==> config.mk <==
export PLATFORM = sky130hd
export DESIGN_NAME = fetch_stage_flat
export DESIGN_NICKNAME = d
export VERILOG_FILES = /design/src/rtl/fetch_stage_if.sv /design/src/rtl/fetch_stage.sv /design/src/flat_wrapper.sv
export SDC_FILE = /design/constraint.sdc
export NUM_CORES = 1
export LEC_CHECK = 0
export ABC_AREA = 0
export ABC_CLOCK_PERIOD_IN_PS = 10750
export BUFFER_PORTS_ARGS = -buffer_cell sky130_fd_sc_hd__buf_2
export CAP_MARGIN = 15
export CORE_ASPECT_RATIO = 1.25
export CORE_MARGIN = 2
export CORE_UTILIZATION = 59
export DETAILED_ROUTE_END_ITERATION = 16
export GPL_ROUTABILITY_DRIVEN = 0
export PLACE_DENSITY = 0.92
export SKIP_LAST_GASP = 1
export SYNTH_ARGS = -nofsm -noshare
export SYNTH_HDL_FRONTEND = slang
export SYNTH_SLANG_ARGS = --single-unit
==> constraint.sdc <==
create_clock -name clk -period 10.75 [get_ports clk]
set_input_delay 2.6875 -clock clk [delete_from_list [all_inputs] [get_ports clk]]
set_output_delay 2.6875 -clock clk [all_outputs]
set_load 0.02 [all_outputs]
==> src/rtl/fetch_stage_if.sv <==
// ============================================================================
// fetch_stage_if : instruction-memory req/gnt/rvalid handshake bundle
// Revision 1.0
// ============================================================================
`default_nettype none

interface fetch_stage_if;
  logic        req;
  logic [31:0] addr;
  logic        gnt;
  logic        rvalid;
  logic [31:0] rdata;

  modport master (output req, output addr, input gnt, input rvalid, input rdata);
  modport slave  (input req, input addr, output gnt, output rvalid, output rdata);
endinterface

`default_nettype wire

==> src/rtl/fetch_stage.sv <==
// ============================================================================
// fetch_stage : RV32I IF stage - PC, single-outstanding imem fetch, in-order queue
// Revision 1.0
// ============================================================================
`default_nettype none

module fetch_stage #(
  parameter logic [31:0] RESET_PC = 32'h0000_0000,
  parameter int          DEPTH    = 2,
  parameter logic [31:0] NOP      = 32'h0000_0013
) (
  input  wire logic        clk,
  input  wire logic        rst,
  input  wire logic        stall,
  input  wire logic        jb,
  input  wire logic [31:0] jb_target,
  fetch_stage_if.master    imem,
  output logic             f_valid,
  output logic [31:0]      f_pc,
  output logic [31:0]      f_inst
);

  localparam int            PW      = $clog2(DEPTH);
  localparam int            CW      = PW + 1;
  localparam logic [CW:0]   DEPTH_W = (CW + 1)'(DEPTH);

  logic [31:0]             pc_q, pc_d;
  logic [31:0]             req_addr_q, req_addr_d;
  logic                    inflight_q, inflight_d;
  logic                    stale_q, stale_d;
  logic [PW-1:0]           rd_ptr_q, rd_ptr_d;
  logic [PW-1:0]           wr_ptr_q, wr_ptr_d;
  logic [CW-1:0]           count_q, count_d;
  logic [DEPTH-1:0][31:0]  pc_buf_q, pc_buf_d;
  logic [DEPTH-1:0][31:0]  inst_buf_q, inst_buf_d;

  logic        resp;
  logic        push;
  logic        pop;
  logic        grant;
  logic        slot_free;
  logic [CW:0] occ;

  assign f_valid = (count_q != '0);
  assign f_pc    = f_valid ? pc_buf_q[rd_ptr_q]   : 32'h0000_0000;
  assign f_inst  = f_valid ? inst_buf_q[rd_ptr_q] : NOP;

  assign pop  = f_valid && !stall && !jb;
  assign resp = imem.rvalid && inflight_q;
  assign push = resp && !stale_q && !jb;

  // Reserve a slot for any response that might land this cycle so a grant never overflows.
  assign occ       = {1'b0, count_q} - {{CW{1'b0}}, pop} + {{CW{1'b0}}, (imem.rvalid && !stale_q)};
  assign slot_free = (occ < DEPTH_W);

  assign imem.req  = !rst && !jb && (!inflight_q || imem.rvalid) && slot_free;
  assign imem.addr = pc_q;
  assign grant     = imem.req && imem.gnt;

  always_comb begin
    pc_d       = pc_q;
    req_addr_d = req_addr_q;
    inflight_d = inflight_q;
    stale_d    = stale_q;
    rd_ptr_d   = rd_ptr_q;
    wr_ptr_d   = wr_ptr_q;
    count_d    = count_q;
    pc_buf_d   = pc_buf_q;
    inst_buf_d = inst_buf_q;

    if (jb) begin
      pc_d       = jb_target;
      inflight_d = inflight_q && !imem.rvalid;
      stale_d    = inflight_q && !imem.rvalid;
      rd_ptr_d   = '0;
      wr_ptr_d   = '0;
      count_d    = '0;
    end else begin
      if (resp) begin
        inflight_d = 1'b0;
        stale_d    = 1'b0;
      end
      if (grant) begin
        pc_d       = pc_q + 32'd4;
        req_addr_d = pc_q;
        inflight_d = 1'b1;
      end
      if (push) begin
        pc_buf_d[wr_ptr_q]   = req_addr_q;
        inst_buf_d[wr_ptr_q] = imem.rdata;
        wr_ptr_d             = wr_ptr_q + PW'(1);
      end
      if (pop) begin
        rd_ptr_d = rd_ptr_q + PW'(1);
      end
      count_d = count_q + CW'(push) - CW'(pop);
    end
  end

  always_ff @(posedge clk) begin
    if (rst) begin
      pc_q       <= RESET_PC;
      req_addr_q <= '0;
      inflight_q <= 1'b0;
      stale_q    <= 1'b0;
      rd_ptr_q   <= '0;
      wr_ptr_q   <= '0;
      count_q    <= '0;
      pc_buf_q   <= '0;
      inst_buf_q <= '0;
    end else begin
      pc_q       <= pc_d;
      req_addr_q <= req_addr_d;
      inflight_q <= inflight_d;
      stale_q    <= stale_d;
      rd_ptr_q   <= rd_ptr_d;
      wr_ptr_q   <= wr_ptr_d;
      count_q    <= count_d;
      pc_buf_q   <= pc_buf_d;
      inst_buf_q <= inst_buf_d;
    end
  end

endmodule

`default_nettype wire
==> src/flat_wrapper.sv <==
// flat-port wrapper written by rule: the top's interface ports become plain ports
module fetch_stage_flat 
#(
  parameter logic [31:0] RESET_PC = 32'h0000_0000,
  parameter int          DEPTH    = 2,
  parameter logic [31:0] NOP      = 32'h0000_0013
)
  (clk, rst, stall, jb, jb_target, f_valid, f_pc, f_inst, imem_req, imem_addr, imem_gnt, imem_rvalid, imem_rdata);
  fetch_stage_if imem_i ();
  input  wire logic clk;
  input  wire logic rst;
  input  wire logic stall;
  input  wire logic jb;
  input  wire logic [31:0] jb_target;
  output logic f_valid;
  output logic [31:0] f_pc;
  output logic [31:0] f_inst;
  output wire logic [$bits(imem_i.req)-1:0] imem_req;
  output wire logic [$bits(imem_i.addr)-1:0] imem_addr;
  input wire logic [$bits(imem_i.gnt)-1:0] imem_gnt;
  input wire logic [$bits(imem_i.rvalid)-1:0] imem_rvalid;
  input wire logic [$bits(imem_i.rdata)-1:0] imem_rdata;
  assign imem_req = imem_i.req;
  assign imem_addr = imem_i.addr;
  assign imem_i.gnt = imem_gnt;
  assign imem_i.rvalid = imem_rvalid;
  assign imem_i.rdata = imem_rdata;
  fetch_stage #(.RESET_PC(RESET_PC), .DEPTH(DEPTH), .NOP(NOP)) u_core (.clk(clk), .rst(rst), .stall(stall), .jb(jb), .jb_target(jb_target), .imem(imem_i), .f_valid(f_valid), .f_pc(f_pc), .f_inst(f_inst));
endmodule
Yosys cells after proc, flatten, opt, wreduce, memory -nomap -nowiden
Index checks and enable logic that the tools add are counted.

cells by class
  bitwise operators = 1
  shift operators = 0
  $lt $le $gt $ge = 4
  multiply operators = 0
  div/mod/pow operators = 0
  equality and inequality tests = 0
  add/sub/neg operators = 7
  mux-type cells = 16
  reductions and logical operators = 26

operators with widths
  operator                 number
  $mux W32                 9
  $bwmux W64               2
  $add A32 B3 Y32 const B  1
  $demux W32 S1            1
  $logic_and A1 B1 Y1      12
  $logic_not A1 Y1         6
  $reduce_bool A2 Y1       3
  $lt A1 B2 Y1 const B     2
  $mux W1                  4
  $reduce_and A2 Y1        2
  $add A3 B1 Y3            1
  $lt A3 B2 Y1 const B     1
  $reduce_bool A3 Y1       1
  $sub A2 B1 Y3            1
  $add A1 B1 Y1 const B    2
  $add A2 B1 Y2            1
  $reduce_or A2 Y1         1
  $sub A2 B1 Y2            1
  $ge A1 B1 Y1 const B     1
  $logic_or A1 B1 Y1       1
  $not A1 Y1               1

storage, ports and cells
  bits in registers = 198
  input port bits = 70
  logic and storage cells = 65
  latch bits = 0
  output and inout bits = 98
  memories = 0
  memory bits (read-only) = 0
  bits in writable memories = 0

Longest topological paths before layout
Gate-level depths: netlist of the first run.

  depth in word-level cells = 10
  depth in mapped cells = 13

Worst setup path after synthesis of the first run
Ideal clock, no wire load.

  path type = input -> output
  start point = in jb
  end point = out imem_req
  arrival time = 4.897 ns
  setup slack = 3.166 ns
  cell stages on the path = 8
  buffers on the path = 1
  cell sequence = clkbuf_1 nor3_1 ha_1 inv_1 nand3b_1 fa_1 xor2_1 nor4b_1

between the ends
  word-level cells in the longest chain between the ends = 6
  elaborated cells between the ends (all ways) = 8

RTL lines
  what                  RTL line            source
  start: declaration    flat_wrapper.sv:13  input wire logic jb;
  $logic_not A1 Y1      fetch_stage.sv:48   assign pop = f_valid && !stall && !jb;
  $logic_and A1 B1 Y1   fetch_stage.sv:48
  named net u_core.pop  fetch_stage.sv:39   logic pop;
  $sub A2 B1 Y3         fetch_stage.sv:53   assign occ = {1'b0, count_q} - {{CW{1'b0}}, pop} + {{CW{1'b0}}, (imem.rvalid && !stale_q)};
  $add A3 B1 Y3         fetch_stage.sv:53
  $lt A3 B2 Y1          fetch_stage.sv:54   assign slot_free = (occ < DEPTH_W);
  $logic_and A1 B1 Y1   fetch_stage.sv:56   assign imem.req = !rst && !jb && (!inflight_q || imem.rvalid) && slot_free;
  end: declaration      flat_wrapper.sv:18  output wire logic [$bits(imem_i.req)-1:0] imem_req;

The timed path passes the listed nets, and every way through them passes these cells.

Final worst setup path of the first run
Ends and elaborated chain as after synthesis.

==> out/results.ini, run 1 <==
[routing]
maxUsedRoutingLayer=met4
drtPass1Iterations=5
wl_met3_um=1470
wl_per_cell_um=15.3
first_iter_violations=844
drt-met1-wl_um=8920
drc=0
via_count=8193
wirelength_um=21700
vias_per_cell=5.76
wl_met2_um=10800
ant_nets=0

[worst_setup_path]
worstPathCellList=buf_2 > nor3_1 > ha_1 > inv_1 > nand3b_1 > fa_1 > xor2_1 > nor4b_1 > buf_2
crit_family=buffers and inverters
crit_path_start_kind=input port
critPathKind=input port to output pin
r2r-start=u_core.count_q[1]$_SDFF_PP0_
crit_path_frequent_cell=buf_2
crit_path_end_kind=output pin
crit_buf_inv=3
critPathRequiredTime_ns=8.06
worstPathArrival_ns=5.01
critPathMaxFanout=41
r2r_slack_ns=7.16
r2r-end=u_core.imem.addr[17]$_SDFFE_PP0P_
ff2ff_path_depth=11
crit_slowest_cell=buf_2
slowest_delay_ns=0.56

[timing]
setup_viol=0
finalSetupTns_ns=0
whs_ns=0.454
rsz0062_at_grt=false
slew_headroom_pct=37.6
period_needed_ns=7.70
maxSlewViolCount=0
period_share_pct=71.6
final-hold-violation-count=0
worstMarginPinSlew_ns=0.935
fin_ws_ns=3.05
clock_skew_ns=0.00784
max_freq_mhz=130

[place]
io_buffer_count=167
pre_cts_ws_ns=3.05
dpl.cell_count=1390
hpwl_um=13600

[power_and_ir_drop]
cellPowerDensity_mw_per_mm2=146
max-vdd-ir-drop_v=0.0000873
p_leak_nw=3.52

[logic_synthesis]
synth_seq_area_share_pct=46.2
synth_cells=1123
async_flop_share_pct=0
syn_area_per_cell_um2=7.64
yosysWarnings=0
synth_area_mm2=0.00858
synth_flop_cell=dfxtp_1
synth_cell_types=48
ys_ff_latch=198
synth_edf_count=0
synth_nets=1198

[die]
die_area_mm2=0.0155
io_pins=168
die_x_um=112
num_rows=49
coreArea_mm2=0.0143
fp.dieH_um=139
initial_core_util_pct=60.1

[finish]
drive_above_1_share_pct=18.0
final_cells=1423
syn_to_final_growth_pct=16.2
fillCellCount=1130
final_nets=1307
antenna_cells=0
layout_commonest_cell=nand2_1
final_cell_mix=nand2_1 (358), dfxtp_1 (197), a21oi_1 (182)

[clock_network]
numClockSinks=198
clk_latency_ns=0.43
cts.clk_slew.worst_paths_ns=0.07
cts_buffer_depth=2
post-cts-setup-buffers=0
cts_max_level=4
cts_resized=0
cts_root_buf=clkbuf_16
cts_tree=built
postCtsHoldBufs=0
cts_buffers=17

[global_routing]
antenna_found_initial=0
grt_pass1_wl_um=35700
grt_usage_pct=27.4
globalRouteOverflowTotal=0
grt_pass1_vias=7804
grt_max_degree=130

[min_path]
hp-class=flip-flop to flip-flop
hold_end=u_core.inst_buf_q[52]$_SDFFE_PP0P_
min_from=u_core.inst_buf_q[52]$_SDFFE_PP0P_
holdPathStages=2

[status]
run_status=complete, no violations

[run]
drv_cap=0

[power breakdown]
part	internal [W]	leakage (nW)	switching (W)	total (W)
clock	0.000333	0.281	0.000291	0.000624
sequential	0.000743	1.60	0.0000152	0.000758
combinational	0.0000268	1.63	0.0000513	0.0000781
[registers in the layout (all words and copies together), names as in the netlist, 2 cells and up]
signal             cells
u_core.inst_buf_q     64
u_core.count_q         2
u_core.imem.addr      32
u_core.pc_buf_q       64
u_core.req_addr_q     32
[per-stage QoR]
stage	util, %	area [µm²]	total power, W
4_1_cts	69.7	9960	0.00146
2_1_floorplan	-	8580	0.000819
5_1_grt	69.8	9970	0.00150
3_5_place_dp	65.7	9380	0.000851
6_report	69.8	9970	0.00146
3_3_place_gp	65.7	9380	0.000850
[logic make-up (layout without fill, tap and decap cells)]
| logic type | count (synthesis) | in the layout | share of synthesized area, % |
|---|---|---|---|
| buffers and inverters | 94 | 216 | 4.40 |
| muxes | 72 | 72 | 8.49 |
| adders and majority gates | 5 | 5 | 0.816 |
| xor gates and xnor gates | 4 | 4 | 0.408 |
| and+or+nand+nor | 521 | 521 | 25.4 |
| AOI/OAI and AO/OA | 229 | 229 | 14.3 |
| DFF | 198 | 198 | 46.2 |
[final cells by class]
class	instances	area [µm²]	area share (%)
inverter	8	30.0	0.301
sequential	198	3970	39.8
clock inverter	14	140	1.41
multi-input combinational	831	4260	42.8
timing repair buffer	176	907	9.10
tap	178	223	2.23
clock buffer	18	439	4.41
[cells in the mapped netlist, types with 3 or more instances]
| master | count | share of area, % |
|---|---|---|
| and4_1 | 3 | 0.31 |
| and2_1 | 3 | 0.22 |
| inv_1 | 8 | 0.35 |
| nand2b_1 | 3 | 0.22 |
| nand3b_1 | 3 | 0.26 |
| and3_1 | 10 | 0.73 |
| o31a_1 | 3 | 0.31 |
| nand2_1 | 359 | 16 |
| ha_1 | 4 | 0.58 |
| nor2_1 | 77 | 3.4 |
| nand3_1 | 20 | 1.2 |
| dfxtp_1 | 198 | 46 |
| a21oi_1 | 182 | 11 |
| mux2i_1 | 66 | 7.7 |
| nand4_1 | 12 | 0.87 |
| nor3_1 | 5 | 0.29 |
| or4_1 | 3 | 0.26 |
| buf_1 | 12 | 0.52 |
| or3_1 | 5 | 0.36 |
| o21ai_0 | 12 | 0.70 |
| nor2b_1 | 4 | 0.29 |
| nor4_1 | 6 | 0.44 |
| mux2_2 | 6 | 0.79 |
| clkbuf_1 | 64 | 2.8 |
| a31oi_1 | 19 | 1.4 |
| buf_2 | 8 | 0.47 |
[worst max path at each step]
| stage | startpoint | endpoint | slack (ns) | cells past startpoint |
|---|---|---|---|---|
| 2_1_floorplan | jb | imem_req | 3.17 | 8 |
| 3_3_place_gp | jb | imem_req | 3.07 | 9 |
| 3_5_place_dp | jb | imem_req | 3.05 | 9 |
| 4_1_cts | jb | imem_req | 3.04 | 9 |
| 5_1_grt | jb | imem_req | 2.87 | 9 |
| 6_report | jb | imem_req | 3.05 | 9 |
[worst reg2reg max path, cell delays in order (launching register included)]
cell and delay [ns]:
dfxtp_1 0.48, nor2_4 0.08, nor3_1 0.26, ha_1 0.29, inv_1 0.08, nand3b_1 0.09, fa_1 0.39, xor2_1 0.20
or4_4 0.82, nor3_1 0.34, mux2_2 0.36, a21oi_1 0.13
[per-layer routing]
| layer | vias to the layer above | track usage, % |
|---|---|---|
| met3 | 43 | 3.72 |
| met4 | 0 | 12.4 |
| met2 | 366 | 46.6 |
| met1 | 3799 | 34.5 |
| li1 | 3985 | - |
| met5 | - | 0 |
(Power assumes the default switching activity.)
==> run 2, diff against run 1 <==
--- a/config.mk
+++ b/config.mk
@@ -6,15 +6,15 @@
 export NUM_CORES = 1
 export LEC_CHECK = 0
 export ABC_AREA = 0
-export ABC_CLOCK_PERIOD_IN_PS = 10750
+export ABC_CLOCK_PERIOD_IN_PS = 7200
 export BUFFER_PORTS_ARGS = -buffer_cell sky130_fd_sc_hd__buf_2
 export CAP_MARGIN = 15
 export CORE_ASPECT_RATIO = 1.25
 export CORE_MARGIN = 2
-export CORE_UTILIZATION = 59
+export CORE_UTILIZATION = 55
 export DETAILED_ROUTE_END_ITERATION = 16
 export GPL_ROUTABILITY_DRIVEN = 0
-export PLACE_DENSITY = 0.92
+export PLACE_DENSITY = 0.87
 export SKIP_LAST_GASP = 1
 export SYNTH_ARGS = -nofsm -noshare
 export SYNTH_HDL_FRONTEND = slang
==> constraint.sdc (replaced) <==
create_clock -name clk -period 7.2 [get_ports clk]
set_input_delay 1.8 -clock clk [delete_from_list [all_inputs] [get_ports clk]]
set_output_delay 1.8 -clock clk [all_outputs]
set_load 0.02 [all_outputs]
==> run 2 against run 1 <==
Total power increased by 46%. Global-route usage down 2.0 points. Combinational power grew 51%. Clock skew increased by 0.0013 ns. Setup slack worse by 1.9 ns. Critical path depth stayed put. Cell area grew 0.21%. Die area increased by 7.0%. Critical path type unchanged. Critical endpoint unchanged.
==> out/results.ini, run 2 (synthesis gave the netlist of run 1 again) <==
[timing]
slew_headroom_pct=27.6
setup_viol=0
period_needed_ns=6.07
finalSetupTns_ns=0
max_freq_mhz=165
period_share_pct=84.3
rsz0062_at_grt=false
maxSlewViolCount=0
clock_skew_ns=0.00916
worstMarginPinSlew_ns=1.07
whs_ns=0.454
final-hold-violation-count=0

[global_routing]
grt_pass1_wl_um=34200
grt_pass1_vias=7226
grt_max_degree=121
globalRouteOverflowTotal=0
antenna_found_initial=0
grt_usage_pct=25.4

[finish]
antenna_cells=0
final_cell_mix=nand2_1 (358), dfxtp_1 (197), a21oi_1 (182)
drive_above_1_share_pct=17.8
fillCellCount=1386
final_nets=1307
syn_to_final_growth_pct=16.4
largestRegisters=u_core.inst_buf_q x64, u_core.pc_buf_q x64
seqCellArea_mm2=0.00397
layout_commonest_cell=nand2_1
multi_input_area_mm2=0.00426

[clock_network]
cts_max_level=4
numClockSinks=198
cts_resized=0
clk_latency_ns=0.43
cts_buffers=17
cts.clk_slew.worst_paths_ns=0.07
cts_tree=built
post-cts-setup-buffers=0
postCtsHoldBufs=0
cts_root_buf=clkbuf_16
cts_buffer_depth=2

[power_and_ir_drop]
switching_share_pct=23.9
internal-power_w=0.00163
max-vdd-ir-drop_v=0.000124
seqPwrFrac_pct=53.0
power_frac_clock_pct=41.5
cellPowerDensity_mw_per_mm2=214
p_comb_share_pct=5.5
p_switching_w=0.000510
p_leak_nw=3.51

[worst_setup_path]
worstPathArrival_ns=4.27
r2r-start=u_core.count_q[1]$_SDFF_PP0_
cp-startpoint=jb
r2r_slack_ns=3.68
ff2ff_path_depth=11
endpoint=imem_req
crit_path_end_kind=output pin
critPathKind=input port to output pin
r2r-end=u_core.imem.addr[17]$_SDFFE_PP0P_
critPathRequiredTime_ns=5.40
crit_path_start_kind=input port
critPathMaxFanout=41

[place]
io_buffer_count=167
hpwl_um=13200

[die]
num_rows=51
io_pins=168
die_x_um=116
initial_core_util_pct=55.6
fp.dieH_um=144
coreArea_mm2=0.0154
die_area_mm2=0.0166

[min_path]
hp-class=flip-flop to flip-flop

[status]
run_status=complete, no violations

[routing]
wl_per_cell_um=14.7
drtPass1Iterations=5
drc=0
ant_nets=0
wirelength_um=21400
first_iter_violations=694
via_count=7993
vias_per_cell=5.49

[run]
drv_cap=0

[run 2: worst min-delay path by stage]
| stage | cells after the start | end | from |
|---|---|---|---|
| finish | 2 | u_core.inst_buf_q[25]$_SDFFE_PP0P_ | u_core.inst_buf_q[25]$_SDFFE_PP0P_ |
| global route | 2 | u_core.inst_buf_q[2]$_SDFFE_PP0P_ | u_core.inst_buf_q[2]$_SDFFE_PP0P_ |
| CTS | 2 | u_core.inst_buf_q[37]$_SDFFE_PP0P_ | u_core.inst_buf_q[37]$_SDFFE_PP0P_ |
| detailed placement | 2 | u_core.inst_buf_q[37]$_SDFFE_PP0P_ | u_core.inst_buf_q[37]$_SDFFE_PP0P_ |
| global placement | 2 | u_core.inst_buf_q[47]$_SDFFE_PP0P_ | u_core.inst_buf_q[47]$_SDFFE_PP0P_ |
| floorplan | 2 | u_core.inst_buf_q[0]$_SDFFE_PP0P_ | u_core.inst_buf_q[0]$_SDFFE_PP0P_ |
[run 2: metrics by stage]
stage | utilization [%] | std cells | instance area (µm²) | setup WS (ns) | total power, W
final | 64.7 | 1455 | 9990 | 1.13 | 0.00214
after global routing | 64.7 | 1455 | 9990 | 0.948 | 0.00221
after CTS | 64.5 | 1454 | 9960 | 1.15 | 0.00215
after detailed placement | 61.0 | 1424 | 9430 | 1.18 | 0.00127
after global placement | 61.0 | 1424 | 9430 | 1.20 | 0.00127
after floorplan | - | 1123 | 8580 | 1.39 | 0.00122
[run 2: layout make-up]
| class | count | share of cell area (%) |
|---|---|---|
| Multi-Input combinational cell | 831 | 42.7 |
| Sequential cell | 198 | 39.7 |
| Timing Repair Buffer | 176 | 9.31 |
| Clock buffer | 18 | 4.30 |
| Tap cell | 212 | 2.66 |
| Clock inverter | 12 | 1.06 |
| Inverter | 8 | 0.301 |
[run 2: worst max-delay path: stages]
cell and delay, ns:
buf_2 0.59, nor3_1 0.20, ha_1 0.33, inv_1 0.08, nand3b_1 0.11, fa_1 0.38, xor2_1 0.20, nor4b_1 0.34
buf_2 0.23
[run 2: metal layers]
layer / wire length, µm / up-vias / GRT usage, %
li1: - / 3976 / -
met1: 9180 / 3662 / 32.3
met2: 10200 / 313 / 42.0
met3: 1400 / 42 / 4.72
met4: 557 / 0 / 11.4
met5: 0 / - / 0
[run 2: power groups by stage]
stage | clock network, W | registers [W] | logic [W]
after floorplan | 0 | 0.00116 | 0.0000606
final | 0.000886 | 0.00113 | 0.000118
after detailed placement | 0 | 0.00116 | 0.000114
after global placement | 0 | 0.00116 | 0.000113
after CTS | 0.000902 | 0.00113 | 0.000115
after global routing | 0.000947 | 0.00113 | 0.000128
==> run 3, diff against run 2 <==
--- a/config.mk
+++ b/config.mk
@@ -6,15 +6,15 @@
 export NUM_CORES = 1
 export LEC_CHECK = 0
 export ABC_AREA = 0
-export ABC_CLOCK_PERIOD_IN_PS = 7200
+export ABC_CLOCK_PERIOD_IN_PS = 5000
 export BUFFER_PORTS_ARGS = -buffer_cell sky130_fd_sc_hd__buf_2
 export CAP_MARGIN = 15
 export CORE_ASPECT_RATIO = 1.25
 export CORE_MARGIN = 2
-export CORE_UTILIZATION = 55
+export CORE_UTILIZATION = 50
 export DETAILED_ROUTE_END_ITERATION = 16
 export GPL_ROUTABILITY_DRIVEN = 0
-export PLACE_DENSITY = 0.87
+export PLACE_DENSITY = 0.83
 export SKIP_LAST_GASP = 1
 export SYNTH_ARGS = -nofsm -noshare
 export SYNTH_HDL_FRONTEND = slang
==> constraint.sdc (replaced) <==
create_clock -name clk -period 5 [get_ports clk]
set_input_delay 1.25 -clock clk [delete_from_list [all_inputs] [get_ports clk]]
set_output_delay 1.25 -clock clk [all_outputs]
set_load 0.02 [all_outputs]
==> run 3 against run 2 <==
First-iteration DRC count increased by 1.4%. Utilization down 4.8 points. Sequential power up 44%. Routed wire length grew 2.1%. Largest power group unchanged. Clock power rose by 53%. Via count increased by 0.35%. Critical path depth unchanged.
==> out/results.ini, run 3 (synthesis gave the netlist of run 1 again) <==
[die]
io_pins=168
coreArea_mm2=0.0168
die_area_mm2=0.0182
initial_core_util_pct=51.0
num_rows=53
fp.dieH_um=150
die_x_um=121

[worst_setup_path]
crit_slowest_cell=fa_1
crit_path_frequent_cell=buf_2
slowest_delay_ns=0.40
critPathRequiredTime_ns=3.75
worstPathCellList=buf_2 > nor3_1 > ha_1 > inv_1 > nand3b_1 > fa_1 > xor2_1 > nor4b_1 > buf_2
cp.depth=9
critPathMaxFanout=3
crit_path_end_kind=output pin
ff2ff_path_depth=10
crit_path_start_kind=input port
crit_buf_inv=3
critPathKind=input port to output pin
worstPathArrival_ns=3.26
r2r_slack_ns=1.49
crit_family=simple AND/OR/NAND/NOR gates

[timing]
finalSetupTns_ns=0
rsz0062_at_grt=false
period_needed_ns=4.51
worstMarginPinSlew_ns=1.15
clock_skew_ns=0.00563
maxSlewViolCount=0
max_freq_mhz=222
setup_viol=0
period_share_pct=90.1
final-hold-violation-count=0
slew_headroom_pct=23.0

[clock_network]
cts_max_level=4
numClockSinks=198
clk_latency_ns=0.43
cts_resized=0
cts_buffers=17
post-cts-setup-buffers=0
cts_buffer_depth=2
cts_tree=built
cts_root_buf=clkbuf_16
postCtsHoldBufs=0
cts.clk_slew.worst_paths_ns=0.07

[power_and_ir_drop]
p_leak_nw=3.55
p_switching_w=0.000734
internal-power_w=0.00242
max-vdd-ir-drop_v=0.000220
seqPwrFrac_pct=51.6
p_comb_share_pct=5.4
power_frac_clock_pct=43.0
switching_share_pct=23.3
cellPowerDensity_mw_per_mm2=313

[run]
drv_cap=0

[min_path]
hp-class=flip-flop to flip-flop
holdPathStages=2

[place]
io_buffer_count=167
hpwl_um=14000
place_area_mm2=0.00951

[routing]
first_iter_violations=704
via_count=8021
wl_per_cell_um=14.8
drtPass1Iterations=7
ant_nets=0
wirelength_um=21800
drc=0
vias_per_cell=5.45

[finish]
final_util_pct=59.9
syn_to_final_growth_pct=17.6
final_area_mm2=0.0101
drive_above_1_share_pct=18.2
largestRegisters=u_core.inst_buf_q x64, u_core.pc_buf_q x64
antenna_cells=0
final_cell_mix=nand2_1 (358), dfxtp_1 (197), a21oi_1 (182)
layout_commonest_cell=nand2_1
final_nets=1314

[global_routing]
grt_pass1_wl_um=35000
grt_pass1_vias=7336
grt_max_degree=113
globalRouteOverflowTotal=0
antenna_found_initial=0
grt_usage_pct=23.7

[status]
run_status=complete, no violations

## run 3: per-layer routing
| metal | track usage [%] | part of all wire, % | wire length (µm) |
|---|---|---|---|
| met1 | 31.8 | 44 | 9700 |
| met5 | 0 | 0 | 0 |
| met3 | 4.24 | 6.3 | 1370 |
| met4 | 8.45 | 1.9 | 404 |
| met2 | 38.4 | 47 | 10300 |
## run 3: area by class of cell
type | count | area, µm²
multi-input combinational | 831 | 4260
fill | 1536 | 6750
tap | 220 | 275
inverter | 8 | 30.0
sequential | 198 | 3970
timing repair buffer | 183 | 975
clock inverter | 11 | 125
clock buffer | 20 | 458
## run 3: per-stage QoR
stage,instances,total power (W),hold WS (ns),setup slack (ns)
floorplan,1123,0.00176,0.436,0.291
global placement,1440,0.00183,0.441,0.569
detailed placement,1440,0.00183,0.446,0.527
CTS,1471,0.00318,0.455,0.512
global route,1471,0.00327,0.470,0.330
finish,1471,0.00316,0.454,0.493
## run 3: path summary, 6_finish.rpt
path	start	to
setup / recovery	jb	imem_req
hold / removal	u_core.pc_buf_q[0]$_SDFFE_PP0P_	u_core.pc_buf_q[0]$_SDFFE_PP0P_
setup reg to reg	u_core.count_q[1]$_SDFF_PP0_	u_core.imem.addr[28]$_SDFFE_PP0P_
hold reg to reg	u_core.pc_buf_q[0]$_SDFFE_PP0P_	u_core.pc_buf_q[0]$_SDFFE_PP0P_
## run 3: power by group through the flow
stage	registers, W	clock network [W]	logic [W]
after CTS	0.00163	0.00138	0.000170
after floorplan	0.00167	0	0.0000872
after detailed placement	0.00167	0	0.000169
final	0.00163	0.00136	0.000171
after global placement	0.00166	0	0.000166
after global routing	0.00163	0.00145	0.000186
## run 3: worst register-to-register path, cell delays in order, from the launching register on
cell      delay, ns
dfxtp_1        0.47
nor2_4         0.07
nor3_1         0.30
ha_1           0.29
inv_1          0.08
nand3b_1       0.11
fa_1           0.40
xor2_1         0.21
or4_4          0.75
or4_1          0.59
a31oi_1        0.17
